File: src/rtl/blake512_padder_if.sv
// Handshake bundle between the message source, the BLAKE-512 padder and the core.
// slave is the padder's view; master is the source/core side.
interface blake512_padder_if;
  logic          in_valid;
  logic          in_ready;
  logic [63:0]   in_data;
  logic          in_last;
  logic [3:0]    in_bytes;
  logic          blk_valid;
  logic          blk_ready;
  logic [1023:0] blk_data;
  logic [127:0]  blk_cnt;
  logic          blk_last;

  modport master (
    output in_valid, in_data, in_last, in_bytes, blk_ready,
    input  in_ready, blk_valid, blk_data, blk_cnt, blk_last
  );

  modport slave (
    input  in_valid, in_data, in_last, in_bytes, blk_ready,
    output in_ready, blk_valid, blk_data, blk_cnt, blk_last
  );
endinterface

File: src/rtl/blake512_padder.sv
// BLAKE-512 message padder: packs 64-bit big-endian words into 1024-bit blocks,
// applies 0x80 / final-bit / 128-bit length padding and tags each block with T and a last flag.
module blake512_padder #(
  parameter int unsigned LEN_W = 64
) (
  input  logic             clk,
  input  logic             rstb,
  input  logic             clr_all,
  blake512_padder_if.slave bus
);

  localparam logic [1:0] ST_ACC   = 2'd0;
  localparam logic [1:0] ST_SEND  = 2'd1;
  localparam logic [1:0] ST_PADX  = 2'd2;
  localparam logic [1:0] ST_SENDX = 2'd3;

  logic [1:0]       state_q, state_d;
  logic [3:0]       wi_q, wi_d;
  logic [LEN_W-1:0] bytes_q, bytes_d;
  logic [1023:0]    data_q, data_d;
  logic [127:0]     cnt_q, cnt_d;
  logic             last_q, last_d;
  logic             pend_q, pend_d;
  logic             pdone_q, pdone_d;

  logic             blk_valid_w;
  logic             blk_acc;
  logic [LEN_W-1:0] bytes_nx;
  logic [7:0]       pad_pos;
  logic [127:0]     len_nx;
  logic [127:0]     len_q;
  logic [3:0]       kw;
  logic [2:0]       kb;
  logic [7:0]       kp;

  assign blk_valid_w = (state_q == ST_SEND) || (state_q == ST_SENDX);
  assign blk_acc     = blk_valid_w & bus.blk_ready;
  assign bytes_nx    = bytes_q + (bus.in_last ? LEN_W'(bus.in_bytes) : LEN_W'(8));
  assign pad_pos     = {1'b0, wi_q, 3'b000} + {4'b0000, bus.in_bytes};
  // Length is bytes*8; bits above LEN_W+3 fall out as zero.
  assign len_nx      = 128'(bytes_nx) << 3;
  assign len_q       = 128'(bytes_q) << 3;

  always_comb begin
    state_d = state_q;
    wi_d    = wi_q;
    bytes_d = bytes_q;
    data_d  = data_q;
    cnt_d   = cnt_q;
    last_d  = last_q;
    pend_d  = pend_q;
    pdone_d = pdone_q;
    kw      = '0;
    kb      = '0;
    kp      = '0;

    case (state_q)
      ST_ACC: begin
        if (bus.in_valid) begin
          bytes_d = bytes_nx;
          // Word write, tail-byte masking and 0x80/zero-fill are resolved per byte lane.
          for (int unsigned k = 0; k < 128; k++) begin
            kw = 4'(k / 8);
            kb = 3'(k % 8);
            kp = 8'(k);
            if (kw == wi_q) begin
              if (!bus.in_last || ({1'b0, kb} < bus.in_bytes))
                data_d[1023 - 8*k -: 8] = bus.in_data[63 - 8*(k % 8) -: 8];
              else
                data_d[1023 - 8*k -: 8] = '0;
            end
            if (bus.in_last) begin
              if (kp == pad_pos)
                data_d[1023 - 8*k -: 8] = 8'h80;
              else if (kp > pad_pos)
                data_d[1023 - 8*k -: 8] = '0;
            end
          end

          if (bus.in_last) begin
            state_d = ST_SEND;
            wi_d    = '0;
            cnt_d   = len_nx;
            if (pad_pos <= 8'd111) begin
              data_d[135:128] = data_d[135:128] | 8'h01;
              data_d[127:0]   = len_nx;
              last_d          = 1'b1;
              pend_d          = 1'b0;
            end else begin
              last_d  = 1'b0;
              pend_d  = 1'b1;
              pdone_d = (pad_pos != 8'd128);
            end
          end else if (wi_q == 4'd15) begin
            state_d = ST_SEND;
            wi_d    = '0;
            cnt_d   = len_nx;
            last_d  = 1'b0;
            pend_d  = 1'b0;
          end else begin
            wi_d = wi_q + 4'd1;
          end
        end
      end

      ST_SEND: begin
        if (blk_acc) begin
          if (last_q) begin
            state_d = ST_ACC;
            bytes_d = '0;
          end else if (pend_q) begin
            state_d = ST_PADX;
          end else begin
            state_d = ST_ACC;
          end
        end
      end

      ST_PADX: begin
        data_d = '0;
        if (!pdone_q)
          data_d[1023:1016] = 8'h80;
        data_d[135:128] = 8'h01;
        data_d[127:0]   = len_q;
        cnt_d           = '0;
        last_d          = 1'b1;
        pend_d          = 1'b0;
        state_d         = ST_SENDX;
      end

      ST_SENDX: begin
        if (blk_acc) begin
          state_d = ST_ACC;
          bytes_d = '0;
        end
      end

      default: state_d = ST_ACC;
    endcase
  end

  always_ff @(posedge clk or negedge rstb) begin
    if (!rstb) begin
      state_q <= ST_ACC;
      wi_q    <= '0;
      bytes_q <= '0;
      data_q  <= '0;
      cnt_q   <= '0;
      last_q  <= 1'b0;
      pend_q  <= 1'b0;
      pdone_q <= 1'b0;
    end else if (clr_all) begin
      state_q <= ST_ACC;
      wi_q    <= '0;
      bytes_q <= '0;
      data_q  <= '0;
      cnt_q   <= '0;
      last_q  <= 1'b0;
      pend_q  <= 1'b0;
      pdone_q <= 1'b0;
    end else begin
      state_q <= state_d;
      wi_q    <= wi_d;
      bytes_q <= bytes_d;
      data_q  <= data_d;
      cnt_q   <= cnt_d;
      last_q  <= last_d;
      pend_q  <= pend_d;
      pdone_q <= pdone_d;
    end
  end

  assign bus.in_ready  = (state_q == ST_ACC);
  assign bus.blk_valid = blk_valid_w;
  assign bus.blk_data  = data_q;
  assign bus.blk_cnt   = cnt_q;
  assign bus.blk_last  = last_q;

endmodule

File: src/flat_wrapper.sv
// flat-port wrapper written by rule: the top's interface ports become plain ports
module blake512_padder_flat 
#(
  parameter int unsigned LEN_W = 64
)
  (clk, rstb, clr_all, bus_in_valid, bus_in_data, bus_in_last, bus_in_bytes, bus_blk_ready, bus_in_ready, bus_blk_valid, bus_blk_data, bus_blk_cnt, bus_blk_last);
  blake512_padder_if bus_i ();
  input  logic clk;
  input  logic rstb;
  input  logic clr_all;
  input wire logic [$bits(bus_i.in_valid)-1:0] bus_in_valid;
  input wire logic [$bits(bus_i.in_data)-1:0] bus_in_data;
  input wire logic [$bits(bus_i.in_last)-1:0] bus_in_last;
  input wire logic [$bits(bus_i.in_bytes)-1:0] bus_in_bytes;
  input wire logic [$bits(bus_i.blk_ready)-1:0] bus_blk_ready;
  output wire logic [$bits(bus_i.in_ready)-1:0] bus_in_ready;
  output wire logic [$bits(bus_i.blk_valid)-1:0] bus_blk_valid;
  output wire logic [$bits(bus_i.blk_data)-1:0] bus_blk_data;
  output wire logic [$bits(bus_i.blk_cnt)-1:0] bus_blk_cnt;
  output wire logic [$bits(bus_i.blk_last)-1:0] bus_blk_last;
  assign bus_i.in_valid = bus_in_valid;
  assign bus_i.in_data = bus_in_data;
  assign bus_i.in_last = bus_in_last;
  assign bus_i.in_bytes = bus_in_bytes;
  assign bus_i.blk_ready = bus_blk_ready;
  assign bus_in_ready = bus_i.in_ready;
  assign bus_blk_valid = bus_i.blk_valid;
  assign bus_blk_data = bus_i.blk_data;
  assign bus_blk_cnt = bus_i.blk_cnt;
  assign bus_blk_last = bus_i.blk_last;
  blake512_padder #(.LEN_W(LEN_W)) u_core (.clk(clk), .rstb(rstb), .clr_all(clr_all), .bus(bus_i));
endmodule
File: config.mk
export PLATFORM = sky130hd
export DESIGN_NAME = blake512_padder_flat
export DESIGN_NICKNAME = d
export VERILOG_FILES = /design/src/rtl/blake512_padder_if.sv /design/src/rtl/blake512_padder.sv /design/src/flat_wrapper.sv
export SDC_FILE = /design/constraint.sdc
export NUM_CORES = 2
export LEC_CHECK = 0
export CAP_MARGIN = 10
export CELL_PAD_IN_SITES_DETAIL_PLACEMENT = 0
export CELL_PAD_IN_SITES_GLOBAL_PLACEMENT = 1
export CORE_AREA = 2 2 479 481
export CTS_BUF_LIST = sky130_fd_sc_hd__clkbuf_8
export DETAILED_ROUTE_END_ITERATION = 7
export DIE_AREA = 0 0 481 483
export GPL_TIMING_DRIVEN = 0
export PLACE_DENSITY_LB_ADDON = 0.1
export SYNTH_ARGS = -nofsm -noshare
export SYNTH_HDL_FRONTEND = slang
export SYNTH_SLANG_ARGS = --single-unit
File: constraint.sdc
create_clock -name clk -period 3.3 [get_ports clk]
set_input_delay 0.495 -clock clk [delete_from_list [all_inputs] [get_ports clk]]
set_output_delay 0.495 -clock clk [all_outputs]
set_load 0.01 [all_outputs]
## Word-level counts from Yosys, hierarchy flattened

Cells that the tools add are included.

- Register bits after elaboration: 1225
- Logic and storage cells: 894

- Reductions and logical operators: 24
- Equality and inequality tests: 153
- Add/subtract/negate cells: 3
- Bitwise gates (word level): 1
- $lt $le $gt $ge: 137
- Mux-type cells: 568

Operators by type and width:

| operator | number |
|---|---|
| $mux W8 | 521 |
| $mux W1024 | 2 |
| $pmux W1024 S2 | 1 |
| $eq A7 B8 Y1 const A | 64 |
| $gt A7 B8 Y1 const A | 64 |
| $mux W128 | 4 |
| $mux W64 | 5 |
| $mux W129 | 2 |
| $eq A6 B8 Y1 const A | 32 |
| $gt A6 B8 Y1 const A | 32 |
| $pmux W128 S2 | 1 |
| $pmux W64 S3 | 1 |
| $eq A5 B8 Y1 const A | 16 |
| $gt A5 B8 Y1 const A | 16 |
| $add A64 B64 Y64 | 1 |
| $eq A4 B8 Y1 const A | 8 |
| $gt A4 B8 Y1 const A | 8 |
| $eq A3 B8 Y1 const A | 4 |
| $eq A4 B4 Y1 const A | 8 |
| $gt A3 B8 Y1 const A | 4 |
| $mux W4 | 6 |
| $eq A2 B8 Y1 const A | 2 |
| $eq A3 B4 Y1 const A | 4 |
| $gt A1 B8 Y1 const A | 2 |
| other kinds (35) | 78 |

## Logic depth before layout (Yosys ltp)

- Word-level depth: 12
- Gate-level depth with buffers: 15
- Depth with buffers taken out: 12

## Worst setup path after synthesis

OpenSTA, ideal clock, no wires.

- Kind: input-to-reg
- Start point: input bus_in_last
- End point: register u_core.data_q[42], in the netlist u_core.bus.blk_data[42]
- Slack: -0.533 ns
- Required time: 3.226 ns
- Cell stages on the path: 15
- Setup time: 0.074 ns
- Arrival time: 3.759 ns
- Cells stage by stage: buf_2 -> nor2b_1 -> inv_2 -> clkbuf_1 -> clkbuf_1 -> buf_1 -> ha_1 -> a21oi_1 -> o22a_1 -> or4_1 -> buf_4 -> or4_1 -> o21ai_0 -> a221oi_1 -> o21ai_2

- Longest elaborated chain between the ends: 12
- Elaborated cells on any way between the ends: 14
- Those cells by class: add/sub (1); mux (11); reduce/logical (2)

Ends and longest elaborated chain:

| element | RTL line | source |
|---|---|---|
| start: declaration | flat_wrapper.sv:13 | `input wire logic [$bits(bus_i.in_last)-1:0] bus_in_last;` |
| branches (longest 8 deep; another with $add A64 B64 Y64) | - |  |
| $mux W129 (*) | blake512_padder.sv:80 | `if (bus.in_last) begin` |
| $mux W1024 (*) | blake512_padder.sv:59 | `if (bus.in_valid) begin` |
| $pmux W1024 S2 (*) | blake512_padder.sv:57 | `case (state_q)` |
| $mux W1024 (*) | blake512_padder.sv:152 | `end else if (clr_all) begin` |
| end signal: assignment | blake512_padder.sv:165 | `data_q <= data_d;` |
| end: declaration | blake512_padder.sv:20 | `logic [1023:0] data_q, data_d;` |

Every way passes the cells marked *. The select of a mux whose other input is x is not followed.
A chain may end at the register's enable or synchronous reset.

## Final worst setup path

- Start point: register u_core.wi_q[0]
- End point: register u_core.data_q[852], in the netlist u_core.bus.blk_data[852]

- Longest elaborated chain between the ends: 8
- Elaborated cells on any way between the ends: 11
- Those cells by class: add/sub (1); order compare (1); eq/ne (2); mux (7)

Ends and longest elaborated chain:

| element | RTL line | source |
|---|---|---|
| start: declaration | blake512_padder.sv:18 | `logic [3:0] wi_q, wi_d;` |
| start signal: assignment | blake512_padder.sv:163 | `wi_q <= wi_d;` |
| $add A7 B4 Y8 / $eq A2 B4 Y1 (equally long branches) | blake512_padder.sv:39, blake512_padder.sv:66 |  |
| $gt A5 B8 Y1 / $mux W8 (equally long branches) | blake512_padder.sv:75, blake512_padder.sv:66 |  |
| $mux W8 | blake512_padder.sv:75 | `else if (kp > pad_pos)` |
| $mux W8 | blake512_padder.sv:73 | `if (kp == pad_pos)` |
| $mux W8 (*) | blake512_padder.sv:72 | `if (bus.in_last) begin` |
| $mux W1024 (*) | blake512_padder.sv:59 |  |
| $pmux W1024 S2 (*) | blake512_padder.sv:57 |  |
| $mux W1024 (*) | blake512_padder.sv:152 |  |

Every way passes the cells marked *; elsewhere a longest branch is shown, timed or not. The select of a mux whose other input is x is not followed.

==> results.py <==
metrics = {
    "layout": {
        "drive_above_1_share": 0.172,
        "layout_commonest_cell": "dfrtp_1",
        "fin_nets": 7083,
        "area_delta_synth_final_pct": 49.6,
        "utilization": 0.341,
        "mostFrequentLayoutCells": "dfrtp_1, clkdlybuf4s50_1, nand2_1",
    },
    "setup_path": {
        "startpoint_type": "register",
        "cpPeakStageDelay_ps": 790,
        "r2r-start": "u_core.wi_q[0]",
        "critical_path_buf_inv_count": 0,
        "critical_path_class": "register to register",
        "reg2reg_to": "u_core.bus.blk_data[852]",
        "worstSetupStartpoint": "u_core.wi_q[0]",
        "r2r_slack_ps": -180,
        "path_cells": "ha_1 > ha_4 > nor2b_4 > nand2_1 > o22ai_1 > o21ai_4 > a22o_1",
        "crit_path_end_kind": "register",
        "worstPathArrival_ps": 4400,
        "critPathTopFamily": "compound AO/OA/AOI/OAI gates",
        "crit_fanout": 9,
        "rr_worst_depth": 7,
        "required_ps": 4220,
        "endpoint": "u_core.bus.blk_data[852]",
        "slowest_stage": "o22ai_1",
        "critical_path_depth": 7,
    },
    "route": {
        "vias_per_cell": 5.37,
        "drc_errors": 0,
        "dr.pass1.iters": 6,
        "routed_wl_mm": 406,
        "drt_iter0_markers": 5926,
        "wl_per_cell_um": 39.8,
        "dr_total_vias": 54900,
        "drtAntennaViolNets": 0,
    },
    "timing": {
        "timing.fmax_mhz": 287,
        "fin_worst_skew_ps": 88.1,
        "finalCritPeriodShare": 1.05,
        "layout_setup_ws_ps": -181,
        "worst_slew_pin_slew_ps": 1440,
        "drv_slew": 0,
        "rsz0062_at_grt": "yes",
        "finalSetupViolCount": 62,
        "slew_headroom": 0.0431,
        "finalHoldViolations": 0,
        "whs_ps": 78.7,
        "min_period_ps": 3480,
    },
    "synth": {
        "synthSimpleGateAreaFrac": 0.152,
        "ys_warn_count": 0,
        "muxShareOfSynthArea": 0.00237,
        "syn_inst": 5394,
        "synth-edff-count": 0,
        "avgSynthCellArea_um2": 9.60,
        "synth-compound-area-share": 0.234,
        "ys_seq_elements": 1161,
        "synth_area_mm2": 0.0518,
        "synthXorXnorAreaFrac": 0.0108,
        "synthAdderAreaFrac": 0.00324,
        "synth_top_family_by_area": "compound AO/OA/AOI/OAI gates",
        "synthFlopType": "dfrtp_1",
        "yosysSeqAreaShare": 0.561,
        "netlist-cell-type-count": 98,
        "synthArstFlopShare": 1.00,
    },
    "die": {
        "core_mm2": 0.227,
        "die_y_um": 483,
        "dieArea_mm2": 0.232,
        "start_util": 0.228,
        "io_pins": 1229,
        "num_rows": 175,
        "die_width_um": 481,
    },
    "grt": {
        "grt_usage": 0.340,
        "grt_pass1_vias": 52700,
        "grt_max_degree": 161,
        "antenna_found_initial": 61,
        "grt_overflow": 0,
        "grt_pass1_wl_mm": 528,
    },
    "clocking": {
        "h-tree-depth": 4,
        "cts_max_path_buffers": 3,
        "cts_tree": "built",
        "numCtsBuffers": 222,
        "cts.sinks": 1161,
        "clk_latency_ps": 1090,
        "root_buffer": "clkbuf_8",
        "cts.clk_slew.worst_paths_ps": 70,
    },
    "pwr": {
        "ir_drop_v": 0.000386,
        "p_per_area_mw_per_mm2": 450,
        "leakage_uw": 0.0324,
    },
    "hold_path": {
        "min_path_type": "primary input to async pin",
    },
    "run_status": {
        "violations": "setup timing",
        "outcome": "complete, but fails checks",
    },
    "place": {
        "port_buffers": 1163,
        "finalWeightedCongestion": 1.01,
        "dp_hpwl_mm": 320,
    },
    "flow_run": {
        "maxCapViolations": 0,
    },
}
synth_stat cells, drive strengths merged (10+ instances only):
master	instances	area share
a21o	25	0.0036
a21oi	209	0.020
a221o	18	0.0035
a22o	297	0.050
a22oi	10	0.0015
a31oi	23	0.0030
a32o	41	0.0079
and2	64	0.0077
and3	27	0.0033
buf	162	0.018
clkbuf	237	0.017
dfrtp	1161	0.56
ha	11	0.0027
inv	27	0.0020
mux2i	10	0.0019
nand2	964	0.070
nand2b	19	0.0023
nand3	102	0.010
nand4	26	0.0037
nor2	408	0.030
nor2b	12	0.0015
nor3	87	0.0091
nor4	22	0.0042
o211ai	32	0.0046
o21ai	963	0.093
o221ai	37	0.0063
o22ai	51	0.0062
o2bb2ai	50	0.0085
o31ai	59	0.0087
o32ai	16	0.0027
or2	17	0.0021
or3	32	0.0039
xnor2	34	0.0059
xor2	29	0.0049
logic make-up after synthesis:
kind of cell    Yosys count
fa+ha+maj                13
simple gates           1807
flops                  1161
buf+inv                 428
other cells               1
compound gates         1909
mux                      12
xor+xnor                 63
through the flow:
stage	cells	power, uW	TNS [ps]	instance area (um2)	setup WS (ps)
after floorplan	5457	15900	-46.7	52100	-28.1
after global placement	9629	18500	-	67500	-57270
after detailed placement	9700	18700	-2617300	68700	-3540
after CTS	10200	35000	-717	76700	-71.1
after global routing	10200	35800	-344	77400	-36.0
final	10200	34800	-2990	77500	-181
worst register-to-register path, cell delays in order (launching register included):
cell and delay (ps):
dfrtp_2 470, ha_1 240, ha_4 460, nor2b_4 330
nand2_1 610, o22ai_1 800, o21ai_4 200, a22o_1 270
layer usage:
layer	part of all wire	track usage	wire length, um	vias to the layer above
met5	0.00027	0	110	-
met4	0.066	0.190	26700	18
met1	0.40	0.422	161000	28300
li1	-	-	-	22600
met3	0.088	0.0955	35700	839
met2	0.45	0.528	183000	3115
report_power, final:
group          switching (uW)  internal (uW)
clock network            7400           8500
logic                    3500           1000
registers                99.6          14300
cell type report:
cell class	instances	area, um2
Fill cell	23600	149000
Clock buffer	294	4050
Timing Repair Buffer	1330	13600
Inverter	29	119
Multi-Input combinational cell	3868	23800
Sequential cell	1161	29100
Buffer	385	2200
Tap cell	3009	3760
Clock inverter	120	816
Antenna cell	24	60.1
sequential cells by signal, indices dropped and copies added, names as in the netlist:
name / flops
u_core.bytes_q: 64
u_core.state_q: 2
u_core.pend_q: 1
u_core.wi_q: 4
u_core.pdone_q: 1
u_core.bus.blk_data: 1024
u_core.bus.blk_last: 1
u_core.bus.blk_cnt: 64
worst min-delay path by stage:
stage                                         from                       end  slack [ps]  depth (start not counted)
final                                         rstb        u_core.bytes_q[32]          80                          3
after global routing                          rstb  u_core.bus.blk_data[131]          90                          3
after CTS                                     rstb   u_core.bus.blk_data[18]          20                          3
after detailed placement    u_core.bus.blk_cnt[50]    u_core.bus.blk_cnt[50]         470                          1
after global placement    u_core.bus.blk_data[210]  u_core.bus.blk_data[210]         460                          2
after floorplan                               rstb    u_core.bus.blk_cnt[10]         200                          0
what timing repair did:
action                     in CTS  in global routing
setup buffers                  69                 24
pin swaps                      38                 13
hold endpoints to repair      234                  0
setup endpoints to repair    1155                611
hold buffers                    3                  0
resized for setup             669                169
No activity file was read; power rests on OpenSTA's default activity.
